--- src/rtl/ysyx_23060201_pc_gen.sv ---
`default_nettype none
// ============================================================================
// Module   : ysyx_23060201_pc_gen
// Brief    : Program-counter generator for the IFU. Holds the architectural
//            PC, offers it with a valid/ready handshake, steps by 4 on each
//            accepted fetch, applies trap/branch redirects, counts accepted
//            fetches and parks permanently on a halt request.
// Config   : PCGEN_MISALIGN_CHECK_EN - when defined, misaligned branch
//            targets are rejected and reported; otherwise their low two bits
//            are cleared before loading.
// Revision : 1.0 - initial release
// ============================================================================
module ysyx_23060201_pc_gen #(
    parameter logic [31:0] RESET_PC = 32'h8000_0000,
    parameter int          CNT_W    = 32
) (
    input  logic             clk,
    input  logic             rst,
    input  logic             pc_ready_i,
    input  logic             redirect_valid_i,
    input  logic [31:0]      redirect_target_i,
    input  logic             trap_valid_i,
    input  logic [31:0]      trap_target_i,
    input  logic             halt_req_i,
    output logic             pc_valid_o,
    output logic [31:0]      pc_o,
    output logic             halted_o,
    output logic [CNT_W-1:0] fetch_cnt_o,
    output logic             misalign_o,
    output logic [31:0]      misalign_addr_o
);

    typedef enum logic [1:0] {
        ST_BOOT   = 2'd0,
        ST_RUN    = 2'd1,
        ST_HALTED = 2'd2
    } state_t;

    state_t           state_q, state_d;
    logic [31:0]      pc_q, pc_d;
    logic [CNT_W-1:0] cnt_q, cnt_d;
    logic             fire;
    logic             redirect_bad;
    logic [31:0]      redirect_pc;

`ifdef PCGEN_MISALIGN_CHECK_EN
    logic             mis_q, mis_d;
    logic [31:0]      maddr_q, maddr_d;

    assign redirect_bad    = (redirect_target_i[1:0] != 2'b00);
    assign redirect_pc     = redirect_target_i;
    assign misalign_o      = mis_q;
    assign misalign_addr_o = maddr_q;
`else
    // Low target bits are deliberately discarded in this build.
    logic             w_unused_tgt_lsb;

    assign w_unused_tgt_lsb = ^redirect_target_i[1:0];
    assign redirect_bad     = 1'b0;
    assign redirect_pc      = {redirect_target_i[31:2], 2'b00};
    assign misalign_o       = 1'b0;
    assign misalign_addr_o  = 32'h0;
`endif

    // Outputs decode the state register only, never the IFU ready.
    assign pc_valid_o  = (state_q == ST_RUN);
    assign halted_o    = (state_q == ST_HALTED);
    assign pc_o        = pc_q;
    assign fetch_cnt_o = cnt_q;
    assign fire        = pc_valid_o & pc_ready_i;

    // Next-state: halt > trap > redirect > sequential step > hold.
    always_comb begin
        state_d = state_q;
        pc_d    = pc_q;
        cnt_d   = cnt_q;
`ifdef PCGEN_MISALIGN_CHECK_EN
        mis_d   = 1'b0;
        maddr_d = maddr_q;
`endif
        // An accepted fetch always counts, even if its pc+4 is overridden.
        if (fire) begin
            cnt_d = cnt_q + {{(CNT_W-1){1'b0}}, 1'b1};
        end
        case (state_q)
            ST_BOOT: begin
                state_d = ST_RUN;
            end
            ST_RUN: begin
                if (halt_req_i) begin
                    state_d = ST_HALTED;
                end else if (trap_valid_i) begin
                    pc_d = trap_target_i;
                end else if (redirect_valid_i) begin
                    if (redirect_bad) begin
`ifdef PCGEN_MISALIGN_CHECK_EN
                        mis_d   = 1'b1;
                        maddr_d = redirect_target_i;
`endif
                    end else begin
                        pc_d = redirect_pc;
                    end
                end else if (fire) begin
                    pc_d = pc_q + 32'd4;
                end
            end
            ST_HALTED: begin
                state_d = ST_HALTED;
            end
            default: begin
                state_d = ST_BOOT;
            end
        endcase
    end

    // State and datapath registers with asynchronous reset.
    always_ff @(posedge clk or posedge rst) begin
        if (rst) begin
            state_q <= ST_BOOT;
            pc_q    <= RESET_PC;
            cnt_q   <= '0;
`ifdef PCGEN_MISALIGN_CHECK_EN
            mis_q   <= 1'b0;
            maddr_q <= 32'h0;
`endif
        end else begin
            state_q <= state_d;
            pc_q    <= pc_d;
            cnt_q   <= cnt_d;
`ifdef PCGEN_MISALIGN_CHECK_EN
            mis_q   <= mis_d;
            maddr_q <= maddr_d;
`endif
        end
    end

endmodule
`default_nettype wire

--- config.mk ---
export PLATFORM = sky130hd
export DESIGN_NAME = ysyx_23060201_pc_gen
export DESIGN_NICKNAME = d
export VERILOG_FILES = /design/src/rtl/ysyx_23060201_pc_gen.sv
export SDC_FILE = /design/constraint.sdc
export NUM_CORES = 1
export LEC_CHECK = 0
export ABC_AREA = 1
export ABC_CLOCK_PERIOD_IN_PS = 2600
export BUFFER_PORTS_ARGS = -buffer_cell sky130_fd_sc_hd__buf_4
export CORE_ASPECT_RATIO = 0.8
export CORE_MARGIN = 2
export CORE_UTILIZATION = 25
export CTS_CLUSTER_DIAMETER = 200
export CTS_CLUSTER_SIZE = 28
export DETAILED_ROUTE_END_ITERATION = 10
export GPL_TIMING_DRIVEN = 0
export HOLD_SLACK_MARGIN = 0.15
export PLACE_DENSITY_LB_ADDON = 0.1
export SLEW_MARGIN = 20
export SYNTH_ARGS = -nofsm -noshare
export SYNTH_HDL_FRONTEND = slang
export SYNTH_SLANG_ARGS = --single-unit
--- constraint.sdc ---
create_clock -name clk -period 2.6 [get_ports clk]
set_clock_uncertainty 0.05 [all_clocks]
set_input_delay 0.52 -clock clk [delete_from_list [all_inputs] [get_ports clk]]
set_output_delay 0.52 -clock clk [all_outputs]
set_load 0.02 [all_outputs]
==> results of run 1 <==
-- layout by cell type (no fill, tap or decap), drive strengths merged --
master	netlist	final
a21oi	23	23
nand3	51	51
a211oi	2	2
o21bai	5	5
clkinv	0	2
nor2	135	135
nand2	265	265
clkinvlp	0	1
xor2	17	17
dfstp	1	1
nand4	7	7
or2	1	1
buf	41	175
nand3b	6	6
xnor2	10	10
and2	3	3
dfrtp	65	65
a31oi	3	3
ha	5	5
o21ai	23	23
bufinv	0	1
inv	64	64
clkbuf	11	22
a21o	2	2
o22ai	3	3
conb	1	33
nor3	10	10
-- per-layer routing --
| layer | up-vias | wire length [µm] | GRT usage (%) | part of all wire, % |
|---|---|---|---|---|
| li1 | 2653 | - | - | - |
| met4 | 0 | 240 | 4.62 | 1.4 |
| met1 | 2297 | 9430 | 26.4 | 54 |
| met5 | - | 0 | 0 | 0 |
| met3 | 16 | 1020 | 3.18 | 5.8 |
| met2 | 140 | 6910 | 23.1 | 39 |
-- critical path, stage by stage (launching register included) --
cell	delay, ns
dfrtp_1	0.38
inv_1	0.10
ha_1	0.23
nand2_2	0.22
nor2_4	0.20
nand2_2	0.15
nor2_8	0.13
nand3_4	0.10
nor2_4	0.11
nand2_1	0.10
xor2_1	0.15
-- metrics by stage --
stage               total power, W  std cells  utilization, %  TNS, ns  setup WS (ns)
detailed placement         0.00387       1178            33.5        0          0.497
CTS                        0.00521       1193            35.1        0          0.556
global placement           0.00387       1177            33.3   -65.92          -1.02
floorplan                  0.00295        786               -        0          0.377
global route               0.00550       1193            35.1        0          0.415
finish                     0.00516       1193            35.1        0          0.572
-- kinds of logic (layout without fill, tap and decap cells) --
group           Yosys count  after routing  synth area share [%]
simple gates            478            478                  42.1
buf+inv                 116            265                  11.5
flops                    66             66                  33.5
compound gates           61             61                  6.79
xor+xnor                 27             27                  4.79
fa+ha+maj                 5              5                  1.27
other cells               1             33                0.0760
-- registers in the layout, indices dropped and copies added (netlist names) --
register and flops:
pc_o 32, state_q 2, fetch_cnt_o 32
-- power by group --
part           internal, W  total (W)  switching (W)
clock network     0.000791    0.00131       0.000515
logic             0.000840    0.00207        0.00123
registers          0.00132    0.00178       0.000460
total              0.00295    0.00516        0.00221
-- path summary, 6_finish.rpt --
check,to,from,slack [ns]
setup reg to reg,fetch_cnt_o[31]$_DFFE_PP0P_,state_q[1]$_DFFE_PP0P_,0.57
max in group asynchronous,pc_o[31]$_DFFE_PP1P_,rst,1.73
min in group clk,pc_o[0]$_DFFE_PP0P_,trap_target_i[0],0.36
hold reg to reg,pc_o[1]$_DFFE_PP0P_,pc_o[1]$_DFFE_PP0P_,0.43
setup / recovery,fetch_cnt_o[31]$_DFFE_PP0P_,state_q[1]$_DFFE_PP0P_,0.57
hold / removal,fetch_cnt_o[6]$_DFFE_PP0P_,rst,0.15
-- layout make-up --
cell class / instances / area share (%)
inverter: 64 / 3.62
clock buffer: 11 / 3.77
sequential: 66 / 24.6
buffer: 52 / 4.88
clock inverter: 4 / 0.764
multi-input combinational: 604 / 42.3
timing repair buffer: 134 / 15.3
tap: 258 / 4.81
==> flow_summary_export.csv, run 1 <==
group,metric,value,unit
status,status,"complete, no violations",
synthesis,seq_area_frac_synth,33.5,%
timing,rsz0062_at_grt,"false",
die,fp.dieW,161,µm
synthesis,yosysMostFrequentCell,"nand2_1",
timing,max_freq,493,MHz
global_routing,grt_pass1_wl,26700,µm
power_and_ir_drop,power_density,768,nW/µm²
final_layout,syn_to_final_growth,36.0,%
timing,finalSetupViolCount,0,
clock_network,cts_buffers,9,
synthesis,syn_area,4940,µm²
job,max-cap-violations,0,
global_routing,grt_max_degree,38,
hold_path,hp-class,"primary input to asynchronous set/reset pin",
clock_network,htree_levels,3,
clock_network,ctsResizeCount,0,
clock_network,cts_tree,"built",
clock_network,clk_pin_slew_worst_paths,0.06,ns
global_routing,grt_overflow,0,
die,fp.dieH,130,µm
synthesis,synth-edff-count,0,
route,routed_wl,17600,µm
route,drt_iter0_markers,318,
die,rows,45,
synthesis,postSynthAreaPerCell,6.55,µm²
power_and_ir_drop,ir_drop,0.359,mV
timing,min_period,2.03,ns
global_routing,grt_util_all_layers,16.8,%
clock_network,holdBufCountCts,0,
clock_network,cts-root-buf,"clkbuf_16",
synthesis,synthCells,754,
die,start_util,25.8,%
die,core,19100,µm²
synthesis,synth_warnings,0,
timing,fin_crit_sh,78.0,%
synthesis,synthFlopType,"dfrtp_1",
worst_setup_path,critPathKind,"flop to flop",
synthesis,yosys.area.top_type,"dfrtp_1",
synthesis,synth.top_cells.by_count,"nand2_1, nor2_1, dfrtp_1, inv_1, nand3_1",
global_routing,first_global_vias,4612,
placement,placed_cell_area,6410,µm²
clock_network,cts_buffer_depth,2,
route,first_pass_iters,5,
worst_setup_path,start_kind,"flop",
worst_setup_path,ff2ff_path_depth,10,
clock_network,worstSkewPairLatency,0.35,ns
final_layout,multiInputGateArea,2840,µm²
die,dieArea,20900,µm²
route,ant_nets,0,
timing,max_slew_margin,54.1,%
final_layout,final_cell_area,6710,µm²
worst_setup_path,critPathMaxFanout,10,
synthesis,ys_async_sr_fraction,100,%
final_layout,n_antenna_cell,0,
final_layout,regArea,1650,µm²
route,viasPerCell,4.28,
final_layout,fillCellCount,2127,
synthesis,synth_top_area_share,32.9,%
synthesis,synth_cell_types,36,
worst_setup_path,critPathArrivalTime,2.21,ns
die,pin_count,169,
worst_setup_path,crit_required,2.78,ns
power_and_ir_drop,p_leak,3.35,nW
clock_network,cts.sinks,66,
clock_network,cts_setup_buffers,0,
route,via_count,5106,
route,wl_per_cell,14.8,µm
final_layout,final_layout_size_suffix_gt1_share,23.6,%
timing,hold_violations,0,
worst_setup_path,cp-end-kind,"flop",
timing,slew_violations,0,
final_layout,fin_nets,1006,
placement,port_buffers,133,
timing,hold_ws,0.147,ns
route,drcViolationCount,0,
timing,worst_pin_slew,0.689,ns
placement,hpwl,13800,µm
placement,place.gp.congestion,0.868,
synthesis,synthTopCellsByArea,"dfrtp_1, nand2_1, nor2_1",
global_routing,antenna_found_initial,0,
synthesis,synth-seq-cells,66,
No activity file was read; power rests on OpenSTA's default activity.
==> inputs of run 2 (changes only) <==
--- a/config.mk
+++ b/config.mk
@@ -6,7 +6,7 @@
 export NUM_CORES = 1
 export LEC_CHECK = 0
 export ABC_AREA = 1
-export ABC_CLOCK_PERIOD_IN_PS = 2600
+export ABC_CLOCK_PERIOD_IN_PS = 1600
 export BUFFER_PORTS_ARGS = -buffer_cell sky130_fd_sc_hd__buf_4
 export CORE_ASPECT_RATIO = 0.8
 export CORE_MARGIN = 2
==> constraint.sdc (replaced) <==
create_clock -name clk -period 1.6 [get_ports clk]
set_clock_uncertainty 0.05 [all_clocks]
set_input_delay 0.32 -clock clk [delete_from_list [all_inputs] [get_ports clk]]
set_output_delay 0.32 -clock clk [all_outputs]
set_load 0.02 [all_outputs]
==> run 2 against run 1 <==
  * The flow now finishes with violations (setup timing)
  * Die area stayed put
  * Highest routed layer unchanged
  * Critical endpoint is now fetch_cnt_o[15]$_DFFE_PP0P_
  * Global-route usage is 0.55 points higher
  * Cell count grew 4.9%
  * Worst hold slack improved by 0.026 ns
  * Flip-flop and latch count did not move
  * Sequential share of layout area shrank 2.8 points
  * Critical path type unchanged
==> flow_summary_export.csv, run 2 (synthesis gave the netlist of run 1 again) <==
group,metric,value,unit
worst_setup_path,cpMostUsedCell,"nor2_4",
clock_network,cts_buffer_depth,2,
final_layout,regArea,1680,µm²
final_layout,fillCellCount,2072,
final_layout,layout_common_cells,"nand2_1, buf_4, nor2_1, inv_1",
timing,rsz0062_at_grt,"true",
timing,slew_violations,0,
die,pin_count,169,
timing,fin_ws,-0.0741,ns
global_routing,grt_overflow,0,
worst_setup_path,crit_required,1.81,ns
final_layout,layout_commonest_cell,"nand2_1",
clock_network,cts-root-buf,"clkbuf_16",
global_routing,grt_max_degree,30,
final_layout,fin_nets,1064,
timing,fin_crit_sh,105,%
power_and_ir_drop,ir_drop,0.798,mV
clock_network,worstSkewPairLatency,0.34,ns
worst_setup_path,critPathMaxFanout,3,
worst_setup_path,cpMaxStageDelayCell,"dfrtp_1",
worst_setup_path,cp-end-kind,"flop",
placement,placed_cell_area,6450,µm²
placement,port_buffers,133,
status,status,"finished, violations left",
die,fp.dieH,130,µm
timing,hold_violations,0,
power_and_ir_drop,p_leak,3.80,nW
status,violations,"setup timing",
worst_setup_path,critPathKind,"flop to flop",
global_routing,grt_pass1_wl,27700,µm
placement,place_inst,1179,
final_layout,finalNonFillerCells,1252,
clock_network,cts.sinks,66,
timing,hold_ws,0.173,ns
worst_setup_path,path_delay_family,"simple AND/OR/NAND/NOR gates",
global_routing,first_global_vias,4908,
clock_network,cts_tree,"built",
timing,setup_tns,-0.625,ns
final_layout,final_cell_area,7700,µm²
route,drt_iter0_markers,327,
clock_network,htree_levels,3,
final_layout,multiInputGateArea,3230,µm²
route,routed_wl,18400,µm
die,rows,45,
route,wl_per_cell,14.7,µm
job,max-cap-violations,0,
route,first_pass_iters,5,
worst_setup_path,slowest_delay,0.39,ns
die,start_util,25.8,%
die,dieArea,20900,µm²
timing,worst_pin_slew,0.647,ns
route,via_count,5398,
die,fp.dieW,161,µm
clock_network,cts_buffers,9,
hold_path,hp-class,"primary input to flop",
route,ant_nets,0,
timing,max_freq,597,MHz
worst_setup_path,critPathBufInv,2,
global_routing,grt_util_all_layers,17.4,%
placement,place.gp.congestion,0.831,
route,drcViolationCount,0,
power_and_ir_drop,power_density,1240,nW/µm²
route,viasPerCell,4.31,
global_routing,antenna_found_initial,0,
die,core,19100,µm²
placement,hpwl,13800,µm
final_layout,syn_to_final_growth,56.0,%
clock_network,clk_pin_slew_worst_paths,0.06,ns
worst_setup_path,cp_cell_sequence,"inv_2 > ha_4 > nand2_8 > nor2_4 > nand2_4 > nor2_8 > nand3_4 > nor2_4 > buf_4 > xor2_1",
timing,min_period,1.67,ns
timing,finalSetupViolCount,14,
final_layout,final_layout_size_suffix_gt1_share,37.5,%
worst_setup_path,critPathArrivalTime,1.89,ns
worst_setup_path,start_kind,"flop",
timing,max_slew_margin,56.9,%
final_layout,n_antenna_cell,0,
run 2: cell types whose count changed in the layout (fill, tap and decap cells not counted), moves of 8 or more:
cell / change
dfrtp_2: +22
buf_4: +47
nor2_2: +17
nor2_1: -34
buf_6: +11
nand2_1: -15
dfrtp_1: -22
nor2_4: +17
nand2_4: +8
run 2: power by group:
part / switching (W) / leakage [nW] / total [W] / internal (W)
combinational: 0.00236 / 2.83 / 0.00430 / 0.00194
clock: 0.000830 / 0.160 / 0.00235 / 0.00152
sequential: 0.000730 / 0.806 / 0.00291 / 0.00218
total: 0.00392 / 3.80 / 0.00957 / 0.00564
run 2: tightest hold or removal path, delay by kind of cell:
family        cells  cell delay (ns)
buf+inv           1             0.08
simple gates      2             0.12
run 2: path summary, 6_finish.rpt:
check	slack [ns]	start	depth (start not counted)	end
worst max-delay path	-0.07	state_q[1]$_DFFE_PP0P_	10	fetch_cnt_o[15]$_DFFE_PP0P_
worst min-delay path	0.17	trap_target_i[1]	3	pc_o[1]$_DFFE_PP0P_
worst max register to register	-0.07	state_q[1]$_DFFE_PP0P_	10	fetch_cnt_o[15]$_DFFE_PP0P_
worst min register to register	0.44	pc_o[0]$_DFFE_PP0P_	2	pc_o[0]$_DFFE_PP0P_
max in group asynchronous	0.43	rst	4	pc_o[3]$_DFFE_PP0P_
min in group asynchronous	0.53	rst	3	pc_o[25]$_DFFE_PP0P_
run 2: cell type report:
type                    count  share of cell area [%]
repair buffers            192                    19.6
multi-input cells         604                    41.9
plain buffers              52                    4.91
flip-flops and latches     66                    21.8
well taps                 258                    4.19
clock buffers              11                    3.02
inverters                  64                    3.17
clock inverters             5                    1.33
run 2: repair_timing:
item	CTS	global route
setup endpoints to repair	45	54
gates resized for setup	51	100
hold buffers	1	0
endpoints found under the hold margin	16	0
pin swaps	14	33
setup buffers	24	32
run 2: per-stage QoR:
stage | setup slack, ns | power, W | util, %
floorplan | -0.0115 | 0.00484 | -
global placement | -0.346 | 0.00633 | 33.5
detailed placement | -0.336 | 0.00634 | 33.7
CTS | -0.0782 | 0.00915 | 37.4
global route | -0.151 | 0.0102 | 40.2
finish | -0.0741 | 0.00957 | 40.2
run 2: layer usage:
| layer | track usage [%] | vias up | share of wire [%] |
|---|---|---|---|
| met2 | 24.3 | 154 | 41 |
| met3 | 3.75 | 14 | 6.3 |
| li1 | - | 2774 | - |
| met1 | 27.0 | 2456 | 52 |
| met5 | 0 | - | 0 |
| met4 | 3.94 | 0 | 0.97 |
